===== src/rtl/phy_link_ctrl.sv =====
// Link-training / data-gating controller for the 4-lane byte-striped PHY.
// Optional build macro PHY_LINK_CTRL_STRIP_COM_EN drops COM bytes from validout while ACTIVE.

module phy_link_lane #(
    parameter logic [7:0] COM_SYM = 8'hBC,
    parameter int         COM_CNT = 4
) (
    input  logic       clk,
    input  logic       reset,
    input  logic       en,
    input  logic       clr,
    input  logic [7:0] din,
    input  logic       vld,
    output logic       lock
);
    localparam logic [3:0] CNT_LIM = 4'(COM_CNT);

    logic [3:0] cnt_q, cnt_d;
    logic       lock_q, lock_d;

    always_comb begin
        cnt_d  = cnt_q;
        lock_d = lock_q;
        if (clr) begin
            cnt_d  = '0;
            lock_d = 1'b0;
        end else if (en && vld) begin
            if (din == COM_SYM) begin
                if (cnt_q < CNT_LIM) cnt_d = cnt_q + 4'd1;
                lock_d = lock_q | (cnt_d == CNT_LIM);
            end else begin
                cnt_d  = '0;
                lock_d = 1'b0;
            end
        end
    end

    always_ff @(posedge clk or negedge reset) begin
        if (!reset) begin
            cnt_q  <= '0;
            lock_q <= 1'b0;
        end else begin
            cnt_q  <= cnt_d;
            lock_q <= lock_d;
        end
    end

    assign lock = lock_q;
endmodule

module phy_link_ctrl #(
    parameter logic [7:0] COM_SYM    = 8'hBC,
    parameter int         COM_CNT    = 4,
    parameter int         LOSS_MAX   = 3,
    parameter int         RECOVER_TO = 8
) (
    input  logic       clk,
    input  logic       reset,
    input  logic [7:0] in0,
    input  logic [7:0] in1,
    input  logic [7:0] in2,
    input  logic [7:0] in3,
    input  logic [3:0] validin,
    output logic [7:0] out0,
    output logic [7:0] out1,
    output logic [7:0] out2,
    output logic [7:0] out3,
    output logic [3:0] validout,
    output logic [3:0] lane_lock,
    output logic       link_up,
    output logic [1:0] state
);
    localparam int         NUM_LANES = 4;
    localparam logic [3:0] LOSS_LIM  = 4'(LOSS_MAX);
    localparam logic [7:0] TO_LIM    = 8'(RECOVER_TO);

    typedef enum logic [1:0] {ST_RESET, ST_SYNC, ST_ACTIVE, ST_RECOVER} state_e;

    state_e                          state_q, state_d;
    logic [NUM_LANES-1:0][7:0]       din, out_q, out_d;
    logic [NUM_LANES-1:0]            vout_q, vout_d, com_hit, lock;
    logic [3:0]                      loss_q, loss_d;
    logic [7:0]                      to_q, to_d;
    logic                            lock_clr;

    assign din = {in3, in2, in1, in0};

    for (genvar n = 0; n < NUM_LANES; n++) begin : g_lane
        assign com_hit[n] = (din[n] == COM_SYM);
        phy_link_lane #(.COM_SYM(COM_SYM), .COM_CNT(COM_CNT)) u_lane (
            .clk  (clk),
            .reset(reset),
            .en   (state_q == ST_SYNC),
            .clr  (lock_clr),
            .din  (din[n]),
            .vld  (validin[n]),
            .lock (lock[n])
        );
    end

    always_comb begin
        state_d  = state_q;
        loss_d   = loss_q;
        to_d     = to_q;
        out_d    = '0;
        vout_d   = '0;
        lock_clr = 1'b0;
        unique case (state_q)
            ST_RESET: state_d = ST_SYNC;
            ST_SYNC:  if (&lock) state_d = ST_ACTIVE;
            ST_ACTIVE: begin
                out_d  = din;
`ifdef PHY_LINK_CTRL_STRIP_COM_EN
                vout_d = validin & ~com_hit;
`else
                vout_d = validin;
`endif
                if (validin != 4'hF) begin
                    if (loss_q < LOSS_LIM) loss_d = loss_q + 4'd1;
                end else begin
                    loss_d = '0;
                end
                // Gate valids on the very edge we drop into RECOVER.
                if (loss_d == LOSS_LIM) begin
                    state_d = ST_RECOVER;
                    vout_d  = '0;
                end
            end
            ST_RECOVER: begin
                out_d = out_q;
                if ((validin == 4'hF) && (&com_hit)) begin
                    state_d = ST_ACTIVE;
                    loss_d  = '0;
                    to_d    = '0;
                end else begin
                    if (to_q < TO_LIM) to_d = to_q + 8'd1;
                    if (to_d == TO_LIM) begin
                        state_d  = ST_SYNC;
                        loss_d   = '0;
                        to_d     = '0;
                        out_d    = '0;
                        lock_clr = 1'b1;
                    end
                end
            end
            default: state_d = ST_RESET;
        endcase
    end

    always_ff @(posedge clk or negedge reset) begin
        if (!reset) begin
            state_q <= ST_RESET;
            out_q   <= '0;
            vout_q  <= '0;
            loss_q  <= '0;
            to_q    <= '0;
        end else begin
            state_q <= state_d;
            out_q   <= out_d;
            vout_q  <= vout_d;
            loss_q  <= loss_d;
            to_q    <= to_d;
        end
    end

    assign {out3, out2, out1, out0} = out_q;
    assign validout  = vout_q;
    assign lane_lock = lock;
    assign link_up   = (state_q == ST_ACTIVE);
    assign state     = state_q;
endmodule

===== config.mk =====
export PLATFORM = sky130hd
export DESIGN_NAME = phy_link_ctrl
export DESIGN_NICKNAME = d
export VERILOG_FILES = /design/src/rtl/phy_link_ctrl.sv
export SDC_FILE = /design/constraint.sdc
export NUM_CORES = 1
export LEC_CHECK = 0
export ABC_CLOCK_PERIOD_IN_PS = 1700
export CORE_ASPECT_RATIO = 0.5
export CORE_MARGIN = 5
export CORE_UTILIZATION = 47
export DETAILED_ROUTE_END_ITERATION = 16
export PLACE_DENSITY_LB_ADDON = 0.12
export SLEW_MARGIN = 20
export SYNTH_ARGS = -nofsm -noshare
export SYNTH_HDL_FRONTEND = slang
export SYNTH_SLANG_ARGS = --single-unit

===== constraint.sdc =====
create_clock -name clk -period 1.7 [get_ports clk]
set_clock_uncertainty 0.05 [all_clocks]
set_input_delay 0.255 -clock clk [delete_from_list [all_inputs] [get_ports clk]]
set_output_delay 0.255 -clock clk [all_outputs]
set_load 0.01 [all_outputs]

==> implementation parameters, run 1 <==
Parameter                              Value

Yosys
  Count of flip-flops with a built-in enable after synthesis ... 0
  Combined area of all synthesized cells ... just under 4000 um2
  Synthesized instance count ... 431
  Synthesized flop and latch total ... 70
  Area fraction of the dominant cell type after synthesis ... 0.440
  Most area-hungry cell type in the Yosys netlist ... sky130_fd_sc_hd__dfrtp_1
  Primary flip-flop cell chosen by synthesis mapping ... sky130_fd_sc_hd__dfrtp_1
  Post-synthesis async set-or-reset flop share ... 1.00
  Synthesized netlist net count ... ~480
  Warnings, synthesis ... 0
  Cell types occupying the most area after synthesis ... sky130_fd_sc_hd__dfrtp_1 44%, sky130_fd_sc_hd__and3_1 5.3%, sky130_fd_sc_hd__nand4_1 5.2%, sky130_fd_sc_hd__nand3_1 4.2%, sky130_fd_sc_hd__nand2_1 3.9%
  Syn avg cell area ... approximately 9.2 um2
  Netlist cell types ... 51
  Share of synthesized area occupied by flip-flops and latches ... 0.440

Critical path
  WS Path Type ... reg -> reg
  Crit path DAT ... about 2 ns
  Delay of the slowest cell on the worst path ... about 0.43 ns
  Most used cell along the critical path ... sky130_fd_sc_hd__buf_4
  Cell breakdown of the critical path ... nor4_4 > o211ai_1 > buf_4 > nor3_4 > buf_4 > buf_12 > a21oi_1
  Type of element launching the critical path ... flip-flop
  Required time of the critical path ... between 1.5 and 2 ns
  Origin of the critical flop-to-flop path ... to_q[7]
  Critical path fanouts, max ... 11
  Cell type of the slowest stage on the worst timing path ... sky130_fd_sc_hd__dfrtp_1
  Critical path endpoint category ... flip-flop
  Setup crit start ... to_q[7]

GRT
  Maximum number of pins on one net before global-route repair ... 56
  Total routing resource utilization after global routing ... 0.243
  Number of global-route vias before repair ... 4031
  Initial antenna violation count ... 0
  Total congestion overflow ... 0
  Global-route wire length before repair ... 20300 um

Timing
  Setup repair after global routing missed its margin ... yes
  Timing-limited maximum frequency ... roughly 0.54 GHz
  Final count of hold timing violations ... 0
  Setup WS post-layout ... -0.151 ns
  Setup violation total in the final timing report ... 44
  Measured slew at the worst slew-check pin ... 0.380 ns
  Minimum period implied by the final worst setup slack ... between 1.5 and 2 ns
  Worst slew margin relative to its limit ... 0.743
  Final number of max-transition violations ... 0
  Final cycle utilization of the critical path ... 1.09

Status
  Status ... complete, but fails checks
  Violated checks ... negative setup slack

Detailed routing
  DRC errors left ... 0
  Via density per instance ... ~6.3
  Number of violations reported at the end of detailed-routing iteration 0 ... between 300 and 400
  Avg WL per Cell ... between 20 and 25 um
  Routed wire length ... roughly 14000 um
  Final antenna-violating net count ... 0
  Count of vias placed by the detailed router ... around 4400
  Number of iterations in the first detailed-routing pass ... 5

Hold path
  Hold Startpoint ... in2[6]
  Hold Path Class ... in -> reg

Power
  Clock power frac ... 0.525
  Reported leakage power ... about 2.7 nW
  Peak supply drop ... ~0.46 mV
  Switching share of total power ... 0.205
  Power density over the cells ... 622 nW/um2
  Psw ... ~0.8 mW
  Total power of the final layout ... 4.02 mW
  Comb power frac ... 0.060
  Sequential group share of total power ... 0.414
  Cell-internal power ... about 3.2 mW

Floorplanning
  Cell Rows ... 23
  Y dimension of the die ... 75.1 um
  Core outline area ... between 8000 and 9000 um2
  Number of placed I/O pins ... 81
  Initial core utilization ... 0.490
  Full die area ... around 11000 um2
  Chip Width ... around 140 um

Flow run
  Maximum Capacitance Violations ... 0

Placed design
  Total instance count after detailed placement ... between 600 and 700
  Quantity of I/O buffers inserted on ports ... 80
  Minimum setup slack after placement ... -0.477 ns
  Final HPWL DP ... 8400 um
  Global placer's final weighted congestion ... 0.832

CTS
  TritonCTS buffer count ... 9
  Clock tree from TritonCTS ... done
  Clock Sinks ... 70
  CTS HTree Levels ... 3
  Clock latency of the later-clocked register in the worst-skew pair ... about 0.34 ns
  CTS clk-pin slew, worst paths ... around 0.060 ns
  Number of buffers on the longest clock path ... 2
  Clk root buf ... sky130_fd_sc_hd__clkbuf_16

Layout
  Synth-to-layout area growth ... 62.5%
  Layout net count ... between 600 and 700
  Layout cells sized above 1 ... 0.312
  Final non-filler cell total ... approximately 700
  Ant diodes ... 0
-- layout make-up --
type,count,area (um2)
repair buffers,180,1840
multi-input cells,320,2390
well taps,112,140
clock inverters,3,65.1
clock buffers,13,270
inverters,3,11.3
flip-flops and latches,70,1750
fillers,491,1650
-- metrics by stage --
step                setup TNS, ns  hold WS [ns]  cell area (um2)  utilization
global route                -6.97         0.143             6470        0.797
finish                      -3.70         0.111             6470        0.797
floorplan                 -0.0135       -0.0906             3980            -
detailed placement         -22.82         0.226             5400        0.665
global placement           -22.75         0.216             5400        0.665
CTS                         -3.33         0.402             5840        0.720
-- cells by family (layout without fill, tap and decap cells) --
| logic type | Yosys count | count (layout) | share of synthesized area |
|---|---|---|---|
| compound gates | 100 | 100 | 0.151 |
| fa+ha+maj | 6 | 6 | 0.0189 |
| buf+inv | 41 | 199 | 0.0481 |
| flops | 70 | 70 | 0.440 |
| mux | 4 | 4 | 0.0101 |
| simple gates | 210 | 210 | 0.332 |
-- registers in the layout (all words and copies together), names as in the netlist --
name,flops
out3,8
state,2
to_q,8
loss_q,4
out2,8
g_lane.u_lane.lock,4
g_lane.u_lane.cnt_q,16
out1,8
out0,8
validout,4
-- layer usage --
metal,part of all wire,global-route usage
met5,0,0
met4,0.016,0.0559
met3,0.091,0.0577
met2,0.45,0.371
met1,0.44,0.354
-- final timing paths --
path	endpoint	slack [ns]	cells after the start
max	g_lane[2].u_lane.lock	-0.15	7
min	out2[6]	0.11	3
max reg2reg	g_lane[2].u_lane.lock	-0.15	7
min reg2reg	loss_q[3]	0.52	2
max in group asynchronous	out3[7]	0.92	3
min in group asynchronous	g_lane[1].u_lane.lock	0.40	3
-- synthesized netlist by cell type, types with 3 or more instances --
library cell	count
sky130_fd_sc_hd__dfrtp_1	70
sky130_fd_sc_hd__nand3_1	33
sky130_fd_sc_hd__nand4bb_1	3
sky130_fd_sc_hd__or3b_2	4
sky130_fd_sc_hd__inv_1	3
sky130_fd_sc_hd__o311ai_0	4
sky130_fd_sc_hd__nor3b_1	4
sky130_fd_sc_hd__o21ai_1	7
sky130_fd_sc_hd__o31ai_1	6
sky130_fd_sc_hd__a31oi_1	3
sky130_fd_sc_hd__or4bb_1	4
sky130_fd_sc_hd__a21oi_1	23
sky130_fd_sc_hd__nand4_1	33
sky130_fd_sc_hd__nand3b_1	3
sky130_fd_sc_hd__buf_4	4
sky130_fd_sc_hd__a211oi_1	3
sky130_fd_sc_hd__o22ai_1	9
sky130_fd_sc_hd__ha_1	6
sky130_fd_sc_hd__clkbuf_1	20
sky130_fd_sc_hd__buf_2	12
sky130_fd_sc_hd__o21ai_0	30
sky130_fd_sc_hd__nor4_1	5
sky130_fd_sc_hd__and3_1	34
sky130_fd_sc_hd__nor3_1	4
sky130_fd_sc_hd__nand2_1	41
sky130_fd_sc_hd__nor2_1	11
sky130_fd_sc_hd__and2_1	8
sky130_fd_sc_hd__mux2i_1	4
sky130_fd_sc_hd__and2_2	3
sky130_fd_sc_hd__a22oi_1	6
-- cell usage in the layout, fill, tap and decap left out, types with 13 or more instances in the layout --
master,netlist,routed
sky130_fd_sc_hd__buf_4,4,72
sky130_fd_sc_hd__clkbuf_16,0,13
sky130_fd_sc_hd__nand3_1,33,31
sky130_fd_sc_hd__and3_1,34,33
sky130_fd_sc_hd__nand2_1,41,41
sky130_fd_sc_hd__o21ai_2,0,13
sky130_fd_sc_hd__dfrtp_1,70,69
sky130_fd_sc_hd__a21oi_1,23,13
sky130_fd_sc_hd__dlymetal6s2s_1,0,22
sky130_fd_sc_hd__nand4_1,33,33
sky130_fd_sc_hd__clkdlybuf4s50_1,0,53
-- power by group through the flow --
stage          Sequential (mW)  Clock, mW  Combinational [mW]
2_1_floorplan             1.70          0              0.0292
3_3_place_gp              1.70          0               0.227
3_5_place_dp              1.70          0               0.230
4_1_cts                   1.67       2.13               0.240
5_1_grt                   1.67       2.20               0.261
6_report                  1.67       2.11               0.243
-- critical path: cells and delay by family, from the launching register on --
kind	cells	cell delay (ns)
AND/OR/NAND/NOR	2	0.46
buffers and inverters	3	0.49
AO/OA/AOI/OAI	2	0.28
flip-flops	1	0.43
-- timing repair --
action	in CTS	in global routing
hold endpoints to repair	70	0
cloned	0	7
setup buffers	4	14
pin swaps	9	46
resized for setup	17	120
endpoints found under the setup margin	66	71
hold buffers	1	0
Note: power is estimated with default switching activity, not from simulation.
==> inputs of run 2 (changes only) <==
--- a/config.mk
+++ b/config.mk
@@ -11,7 +11,6 @@
 export CORE_UTILIZATION = 47
 export DETAILED_ROUTE_END_ITERATION = 16
 export PLACE_DENSITY_LB_ADDON = 0.12
-export SLEW_MARGIN = 20
 export SYNTH_ARGS = -nofsm -noshare
 export SYNTH_HDL_FRONTEND = slang
 export SYNTH_SLANG_ARGS = --single-unit
==> results of run 2 <==
Final layout, timing and power as in run 1 (identical DEF).
==> inputs of run 3 (changes only) <==
--- a/config.mk
+++ b/config.mk
@@ -5,10 +5,11 @@
 export SDC_FILE = /design/constraint.sdc
 export NUM_CORES = 1
 export LEC_CHECK = 0
+export ABC_AREA = 1
 export ABC_CLOCK_PERIOD_IN_PS = 1700
 export CORE_ASPECT_RATIO = 0.5
 export CORE_MARGIN = 5
-export CORE_UTILIZATION = 47
+export CORE_UTILIZATION = 46
 export DETAILED_ROUTE_END_ITERATION = 16
 export PLACE_DENSITY_LB_ADDON = 0.12
 export SYNTH_ARGS = -nofsm -noshare
==> implementation parameters, run 3 <==
Parameter                              Value

Placed design
  Final HPWL DP ... 7110 um (-15%)
  Quantity of I/O buffers inserted on ports ... 80 (unchanged)
  Global placer's final weighted congestion ... 0.879 (+5.6%)
  Minimum setup slack after placement ... -0.382 ns (+0.0956 ns)
  Total instance count after detailed placement ... 708 (+7.4%)
  Total cell area at the placement stage ... 4960 um2 (-8.1%)

CTS
  Clock tree from TritonCTS ... done
  CTS HTree Levels ... 3 (unchanged)
  Clk root buf ... sky130_fd_sc_hd__clkbuf_16
  Clock latency of the later-clocked register in the worst-skew pair ... 0.34 ns (about the same)
  Clock Sinks ... 70 (unchanged)
  CTS clk-pin slew, worst paths ... 0.05 ns (about the same)
  Number of buffers on the longest clock path ... 2 (unchanged)
  TritonCTS buffer count ... 9 (unchanged)

Critical path
  Logic depth of the worst register-to-register path ... 12 (+5)
  CP delay by family, top ... simple AND/OR/NAND/NOR gates
  Number of buffer and inverter stages on the critical path ... 3 (unchanged)
  Crit path DAT ... 2.03 ns (+0.02 ns)
  Critical path fanouts, max ... 6 (-5)
  Delay of the slowest cell on the worst path ... 0.40 ns (-0.03 ns)
  Total number of cells along the worst setup path ... 12 (+5)
  Required time of the critical path ... 1.86 ns (about the same)
  Type of element launching the critical path ... flip-flop
  WS Path Type ... reg -> reg
  Cell type of the slowest stage on the worst timing path ... sky130_fd_sc_hd__dfrtp_1
  Worst setup slack for register-to-register paths ... -0.17 ns (-0.02 ns)
  Cell breakdown of the critical path ... nor2_4 > buf_4 > buf_4 > nand4_1 > nand2_1 > nor2_2 > nand2_2 > nor2_4 > nand2_8 > clkbuf_16 > nand3_2 > nand2_1
  Critical path endpoint category ... flip-flop

Detailed routing
  Number of violations reported at the end of detailed-routing iteration 0 ... 258 (-28%)
  DRC errors left ... 0 (unchanged)
  Via density per instance ... 5.14 (-18%)
  Count of vias placed by the detailed router ... 3846 (-13%)
  Final antenna-violating net count ... 0 (unchanged)
  Routed wire length ... 11900 um (-17%)
  Number of iterations in the first detailed-routing pass ... 4 (-1)
  Avg WL per Cell ... 15.9 um (-22%)

Hold path
  Hold Path Class ... in -> reg
  Count of cells along the worst hold path ... 3 (unchanged)

Yosys
  Synthesized instance count ... 488 (+13%)
  Share of synthesized area occupied by flip-flops and latches ... 0.467 (+0.0266)
  Area fraction of the dominant cell type after synthesis ... 0.467 (+0.0266)
  Syn avg cell area ... 7.69 um2 (-17%)
  Primary flip-flop cell chosen by synthesis mapping ... sky130_fd_sc_hd__dfrtp_1
  Simple-gate share of the synthesized area ... 0.377 (+0.0454)
  Warnings, synthesis ... 0 (unchanged)
  Synthesized netlist net count ... 532 (+12%)
  Count of flip-flops with a built-in enable after synthesis ... 0 (unchanged)
  Most used standard cells in the synthesized netlist ... 151 x sky130_fd_sc_hd__nand2_1, 70 x sky130_fd_sc_hd__dfrtp_1, 59 x sky130_fd_sc_hd__nand3_1, 59 x sky130_fd_sc_hd__nor2_1, 58 x sky130_fd_sc_hd__inv_1
  Adder-cell area share of the yosys netlist ... 0.0200 (+0.00114)
  Cell types occupying the most area after synthesis ... sky130_fd_sc_hd__dfrtp_1 47%, sky130_fd_sc_hd__nand2_1 15%, sky130_fd_sc_hd__nand3_1 7.9%, sky130_fd_sc_hd__nor2_1 5.9%, sky130_fd_sc_hd__inv_1 5.8%
  Xor/xnor cell area share of the yosys netlist ... 0.00934 (+0.00934)
  Cell with the most instances after synthesis ... sky130_fd_sc_hd__nand2_1
  Fraction of the mapped netlist area in compound gates ... 0.0363 (-0.114)
  Netlist cell types ... 24 (-53%)
  Post-synthesis async set-or-reset flop share ... 1.00 (unchanged)
  Dominant combinational cell family by area after synthesis ... simple AND/OR/NAND/NOR gates
  Synthesized flop and latch total ... 70 (unchanged)
  Post-synthesis mux area share ... 0 (-0.0101)
  Combined area of all synthesized cells ... 3750 um2 (-5.7%)
  Most area-hungry cell type in the Yosys netlist ... sky130_fd_sc_hd__dfrtp_1

Floorplanning
  Number of placed I/O pins ... 81 (unchanged)
  Cell Rows ... 23 (unchanged)
  Core outline area ... 7970 um2 (-1.8%)
  Initial core utilization ... 0.471 (-0.0196)
  Chip Width ... 138 um (-1.7%)
  Y dimension of the die ... 73.9 um (-1.6%)
  Full die area ... 10200 um2 (-3.3%)

Layout
  Total area of multi-input combinational cells ... 2040 um2 (-15%)
  Sequential cell area ... 1750 um2 (unchanged)
  Top register by number of flip-flops ... g_lane.u_lane.cnt_q
  Synth-to-layout area growth ... 57.9%
  Final non-filler cell total ... 748 (+6.7%)
  Layout net count ... 675 (+7.5%)
  Most common cell after layout, fill and taps aside ... sky130_fd_sc_hd__nand2_1
  Post-route design area ... 5920 um2 (-8.4%)
  Commonest cells after routing, fill and taps aside ... 134 x sky130_fd_sc_hd__nand2_1, 69 x sky130_fd_sc_hd__dfrtp_1, 56 x sky130_fd_sc_hd__buf_4
  Post-route core utilization ... 0.743 (-0.0539)
  Fill cell instance count of the final layout ... 586 (+19%)
  Max reg flops ... 16 (unchanged)
  Layout cells sized above 1 ... 0.278 (-0.0348)

Timing
  Final count of hold timing violations ... 0 (unchanged)
  Final cycle utilization of the critical path ... 1.10 (+0.0108)
  Timing-limited maximum frequency ... 0.535 GHz (-0.98%)
  Measured slew at the worst slew-check pin ... 0.395 ns (+0.0147 ns)
  Minimum period implied by the final worst setup slack ... 1.87 ns (+0.0184 ns)
  Setup repair after global routing missed its margin ... yes
  Setup violation total in the final timing report ... 59 (+34%)
  Final number of max-transition violations ... 0 (unchanged)
  Setup Total Neg Slack ... -6.58 ns (-2.88 ns)
  Setup WS post-layout ... -0.170 ns (-0.0184 ns)
  Worst slew margin relative to its limit ... 0.737 (-0.00622)
  Hold Worst Slack ... 0.116 ns (+0.00533 ns)

GRT
  Total routing resource utilization after global routing ... 0.221 (-0.0221)
  Total congestion overflow ... 0 (unchanged)
  Initial antenna violation count ... 2 (+2)
  Number of global-route vias before repair ... 3542 (-12%)
  Global-route wire length before repair ... 17100 um (-16%)
  Maximum number of pins on one net before global-route repair ... 71 (+27%)

Power
  Reported leakage power ... 3.07 nW (+15%)
  Total power of the final layout ... 5.48 mW (+36%)
  Peak supply drop ... 0.565 mV (+23%)
  Power density over the cells ... 925 nW/um2 (+49%)

Flow run
  Maximum Capacitance Violations ... 0 (unchanged)

Status
  Violated checks ... negative setup slack
  Status ... complete, but fails checks
[run 3: changes by cell type after synthesis, sizes merged, moves of 11 or more]
cell / change
a21oi: -13
and2: -11
and3: -34
clkbuf: -16
inv: +55
nand2: +113
nand3: +46
nand4: -21
nor2: +51
o21ai: -26
[run 3: power by group]
part | switching, mW | internal [mW]
Sequential | 0.238 | 2.00
Clock | 0.691 | 1.09
Combinational | 0.610 | 0.856
Total | 1.54 | 3.94
[run 3: final cells by class]
class	instances	area share
antenna	2	0.000845
clock buffer	13	0.0456
clock inverter	1	0.000845
inverter	58	0.0382
multi-input combinational	346	0.344
sequential	70	0.296
tap	112	0.0237
timing repair buffer	146	0.251
[run 3: timing repair]
| item | CTS | global route |
|---|---|---|
| hold buffers | 1 | 0 |
| gates resized for setup | 38 | 71 |
| buffers inserted | 9 | 7 |
| pin swaps | 8 | 41 |
| hold endpoints to repair | 70 | 0 |
| endpoints found under the setup margin | 59 | 61 |
| cloned | 2 | 5 |
[run 3: cells by family after synthesis]
family                     Yosys count
and+or+nand+nor                    308
buffers and inverters               75
DFF                                 70
AOI/OAI and AO/OA                   25
adders and majority gates            6
xor gates and xnor gates             4
[run 3: path summary, 6_finish.rpt]
path	from	end
min	in0[2]	out0[2]
min reg2reg	out3[7]	out3[7]
max	to_q[5]	out0[0]
min in group asynchronous	reset	g_lane[0].u_lane.cnt_q[0]
max in group asynchronous	reset	out0[0]
max reg2reg	to_q[5]	out0[0]
[run 3: worst reg2reg max path, stage by stage, from the launching register on]
cell	delay (ns)
sky130_fd_sc_hd__dfrtp_1	0.40
sky130_fd_sc_hd__nor2_4	0.07
sky130_fd_sc_hd__buf_4	0.14
sky130_fd_sc_hd__buf_4	0.13
sky130_fd_sc_hd__nand4_1	0.09
sky130_fd_sc_hd__nand2_1	0.08
sky130_fd_sc_hd__nor2_2	0.09
sky130_fd_sc_hd__nand2_2	0.07
sky130_fd_sc_hd__nor2_4	0.18
sky130_fd_sc_hd__nand2_8	0.13
sky130_fd_sc_hd__clkbuf_16	0.19
sky130_fd_sc_hd__nand3_2	0.05
sky130_fd_sc_hd__nand2_1	0.08
[run 3: routing by layer]
metal	routed length (um)	global-route usage
met1	4940	0.286
met2	5630	0.355
met3	1100	0.0732
met4	196	0.0635
met5	0	0
==> RTL change 1, RTL diff (config.mk and constraints of run 1) <==
Take the reset off `to_q` and load it in a clocked block of its own.
--- a/src/rtl/phy_link_ctrl.sv
+++ b/src/rtl/phy_link_ctrl.sv
@@ -154,5 +154,4 @@
             vout_q  <= '0;
             loss_q  <= '0;
-            to_q    <= '0;
         end else begin
             state_q <= state_d;
@@ -160,6 +159,9 @@
             vout_q  <= vout_d;
             loss_q  <= loss_d;
-            to_q    <= to_d;
         end
+    end
+
+    always_ff @(posedge clk) begin
+        to_q <= to_d;
     end
 
Formal check against the unedited RTL: same outputs for any inputs over 10 cycles, from zero or initial values and one cycle with reset low; that may be too few to reach the edited logic, so the function may still have changed.
==> RTL change 1 against run 1 <==
- utilization down 2.9 points
- sequential cell count is the same
- the run still ends with setup timing left
- critical endpoint is now g_lane[1].u_lane.cnt_q[2]$_DFFE_PN0P_
- wire length grew 0.87%
- final area fell by 4.0%
- critical path depth is 1 higher
- area after synthesis down 0.94%
- total power shrank 4.8%
- hold slack better by 0.019 ns
- setup slack lost 0.070 ns
==> RTL change 1: results (changes against run 1) <==
| Metric | Value |
|---|---|
| Compound-Gate Fraction of Synth Area | 13.5% (-1.6 points) |
| Yosys cell types | 47 (-7.8%) |
| Adder and majority gate portion of the synthesized area | 1.90% (+0.018 points) |
| Worst setup path endpoint | g_lane[1].u_lane.cnt_q[2]$_DFFE_PN0P_ |
| Post-synth EDFFs | 8 (+8) |
| All-Layer GR Usage | 26.9% (+2.6 points) |
| WHS Endpoint | out0[0]$_DFFE_PN0P_ |
| Worst min path class | primary input to flip-flop |
| Share of layout cells above drive strength 1 | 30.2% (-1.1 points) |
| Post-synthesis net count | 463 (-2.5%) |
| Worst Setup SP | to_q[1]$_SDFFCE_PP0N_ |
| Pin count of the biggest net entering global routing | 33 (-41%) |
| Cell Count, Final, Fillers Out | 672 (-4.1%) |
| Ranking of synthesized cells by area | dfrtp_1 39%, edfxtp_1 6.1%, and3_1 5.9%, nand4_1 5.1%, o21ai_0 4.8% |
| GP Congestion | 0.892 (+7.2%) |
| Beginning of the worst hold path | in0[0] |
| Reg2reg path depth | 8 (+1) |
| Via count | 4312 (-2.3%) |
| Failing checks | setup timing |
| Final nets | 599 (-4.6%) |
| Max reg flops | 16 (unchanged) |
| Synth async-reset ratio | 88.6% (-11 points) |
| Leak | 2.42 nW (-9.7%) |
| M1 WL | 6080 um (-4.1%) |
| Post-synthesis xor/xnor area fraction | 0.444% (+0.44 points) |
| Seq/Total Area, Yosys | 45.5% (+1.4 points) |
| Detail Route met2 WL | 6990 um (+8.3%) |
| Worst path arrival time | 2.09 ns (+0.08 ns) |
| Most frequent cells after synthesis | 62 x dfrtp_1, 39 x nand2_1, 38 x o21ai_0 |
| Global-route wire length before repair | 22000 um (+8.4%) |
| Routed wire length on met3 | 1050 um (-20%) |
| Detailed Route Iter0 Violations | 441 (+23%) |
| Worst-Margin Slew | 0.578 ns (+0.198 ns) |
| Mux share of post-synthesis cell area | 1.52% (+0.52 points) |
| Final setup fails | 63 (+43%) |
| GR Util met1 | 34.2% (-1.2 points) |
| Status | finished, violations left |
| Met3 usage | 8.38% (+2.6 points) |
| Final worst slack | -0.221 ns (-0.0698 ns) |
| Setup tns final | -7.70 ns (-3.99 ns) |
| Final wirelength | 14500 um (+0.87%) |
| Crit Path Max Fanout | 5 (-6) |
## RTL change 1: per-stage QoR
stage          instance area (um^2)  setup WS, ns  hold slack [ns]
6_report                       6210        -0.221            0.130
3_3_place_gp                   5210        -0.488            0.123
4_1_cts                        5890        -0.120            0.230
3_5_place_dp                   5210        -0.549            0.123
5_1_grt                        6210        -0.272            0.155
2_1_floorplan                  3960       0.00185          -0.0906
## RTL change 1: repair_timing
action | in CTS | in global routing
gates resized for setup | 87 | 50
endpoints found under the hold margin | 10 | 0
setup endpoints to repair | 70 | 72
pin swaps | 45 | 25
gates cloned | 2 | 3
hold buffers | 1 | 0
buffers inserted | 13 | 7
## RTL change 1: layout make-up
class | count | area, um^2
Clock inverter | 2 | 12.5
Fill cell | 520 | 1880
Multi-Input combinational cell | 311 | 2340
Clock buffer | 14 | 294
Sequential cell | 70 | 1790
Timing Repair Buffer | 163 | 1630
Tap cell | 112 | 140
## RTL change 1: power by group
| part | total (W) | switching (W) | internal (W) |
|---|---|---|---|
| combinational | 0.000213 | 0.0000973 | 0.000115 |
| clock | 0.00193 | 0.000744 | 0.00119 |
| sequential | 0.00169 | 0.0000000000530 | 0.00169 |
## RTL change 1: worst max-delay path, cell delays in order (launching register included)
cell       delay, ns
edfxtp_1        0.47
buf_6           0.17
nor3_4          0.18
a22oi_2         0.15
buf_4           0.18
nor3b_4         0.21
buf_12          0.16
clkbuf_16       0.15
a21oi_2         0.06
## RTL change 1: logic make-up (layout without fill, tap and decap cells)
logic type | after synthesis | after routing
flip-flops | 70 | 70
buffers and inverters | 38 | 179
XOR/XNOR | 2 | 2
AND/OR/NAND/NOR | 206 | 206
adder cells (fa/ha/maj) | 6 | 6
multiplexers | 6 | 6
AO/OA/AOI/OAI | 91 | 91
==> RTL change 2, RTL diff (config.mk and constraints of run 1) <==
Made on the original files. Set the parameter `RECOVER_TO` to 7 (it was 8).
--- a/src/rtl/phy_link_ctrl.sv
+++ b/src/rtl/phy_link_ctrl.sv
@@ -53,5 +53,5 @@
     parameter int         COM_CNT    = 4,
     parameter int         LOSS_MAX   = 3,
-    parameter int         RECOVER_TO = 8
+    parameter int         RECOVER_TO = 7
 ) (
     input  logic       clk,
Behaviour: same outputs for any inputs over 10 cycles, from zero or initial values and one cycle with reset low; that may be too few to reach the edited logic, so the function may still have changed.
==> RTL change 2 against run 1 <==
- the run still ends with setup timing left
- total power decreased by 4.6%
- synthesized cell count decreased by 35%
- critical path depth increased by 1
- sequential cell count unchanged
- via count decreased by 36%
- non-clock buffer count decreased by 49
- area after synthesis decreased by 18%
- final area decreased by 22%
- hold slack improved by 0.033 ns
- cell count decreased by 28%
- setup slack got worse by 0.073 ns
- wire length decreased by 33%
- highest routed layer unchanged
==> RTL change 2: results (changes against run 1) <==
| Metric | Value |
|---|---|
| Post-synthesis net count | 325 (-32%) |
| Final wirelength | 9550 um (-33%) |
| #MultiIn Comb | 194 (-39%) |
| Peak supply drop | 0.493 mV (+7.2%) |
| Beginning of the worst hold path | in3[4] |
| Placement Setup Slack | -0.727 ns (-0.249 ns) |
| Final hold slack | 0.144 ns (+0.0330 ns) |
| Clk cell area share | 6.27% (+1.1 points) |
| Final worst slack | -0.225 ns (-0.0733 ns) |
| Core area | 6730 um^2 (-17%) |
| Worst Setup SP | to_q[0]$_DFFE_PN0N_ |
| Final nets | 453 (-28%) |
| Setup tns final | -9.78 ns (-6.08 ns) |
| Worst path arrival time | 2.08 ns (+0.07 ns) |
| Hold depth | 2 (-1) |
| Area occupied by multi-input gates | 1620 um^2 (-32%) |
| Routed vias/inst | 5.62 (-11%) |
| Seq/Total Area, Yosys | 53.6% (+9.6 points) |
| Total placed instance area | 4380 um^2 (-19%) |
| Global-route wire length before repair | 15600 um (-23%) |
| Worst setup path endpoint | g_lane[1].u_lane.cnt_q[2]$_DFFE_PN0P_ |
| Failing checks | setup timing |
| Crit Path Max Fanout | 4 (-7) |
| Final setup fails | 64 (+45%) |
| GP Congestion | 0.929 (+12%) |
| Reg2reg path depth | 8 (+1) |
| Family with the most delay on the worst path | simple AND/OR/NAND/NOR gates |
| DRT Pass-1 Iters | 4 (-1) |
| Vias in the first global route | 3065 (-24%) |
| Mapped Cells | 281 (-35%) |
| Most frequent cells after synthesis | 70 x dfrtp_1, 33 x a22o_1, 19 x nor2_1 |
| Filler cells | 457 (-6.9%) |
| Buffering overhead | 24.5% (-4.0 points) |
| DP Cell Count | 474 (-28%) |
| WHS Endpoint | out3[4]$_DFFE_PN0P_ |
| Multi-input combinational area share | 32.0% (-4.9 points) |
| Max incr delay on CP | 0.41 ns (-0.02 ns) |
| Detailed Route Iter0 Violations | 299 (-17%) |
| Headroom to the max-slew limit | 75.0% (+0.67 points) |
| Share of layout cells above drive strength 1 | 28.3% (-3.0 points) |
| Detail Placement HPWL | 6110 um (-27%) |
| Leak | 2.34 nW (-13%) |
| Status | finished, violations left |
| Cell Count, Final, Fillers Out | 506 (-28%) |
| Ranking of synthesized cells by area | dfrtp_1 54%, a22o_1 8.8%, ha_1 2.3%, nor2_1 2.2%, nand2_1 2.1% |
| Sequential Area | 1750 um^2 (about the same) |
RTL change 2: timing repair:
item,4_1_cts,5_1_grt
hold endpoints to repair,70,0
resized for setup,46,20
setup endpoints to repair,72,71
setup buffers,10,4
hold buffers,1,0
pin swaps,12,17
cloned,1,0
RTL change 2: kinds of logic after synthesis:
kind of cell / share of synthesized area [%]
AOI/OAI and AO/OA: 18.6
DFF: 53.6
and+or+nand+nor: 20.5
muxes: 1.26
buffers and inverters: 3.75
adders and majority gates: 2.30
RTL change 2: layer usage:
metal	wire length [um]	up-vias	share of wire (%)	GRT usage [%]
met5	0	-	0	0
met4	189	0	2.0	8.99
met3	752	21	7.9	9.08
met2	4310	107	45	36.9
met1	4290	1407	45	29.9
li1	-	1311	-	-
RTL change 2: where the power goes:
part | leakage, nW | internal [W] | switching (W)
Combinational | 1.24 | 0.0000933 | 0.0000813
Clock | 0.157 | 0.00132 | 0.000678
Sequential | 0.942 | 0.00167 | 0.000000857
Total | 2.34 | 0.00308 | 0.000760
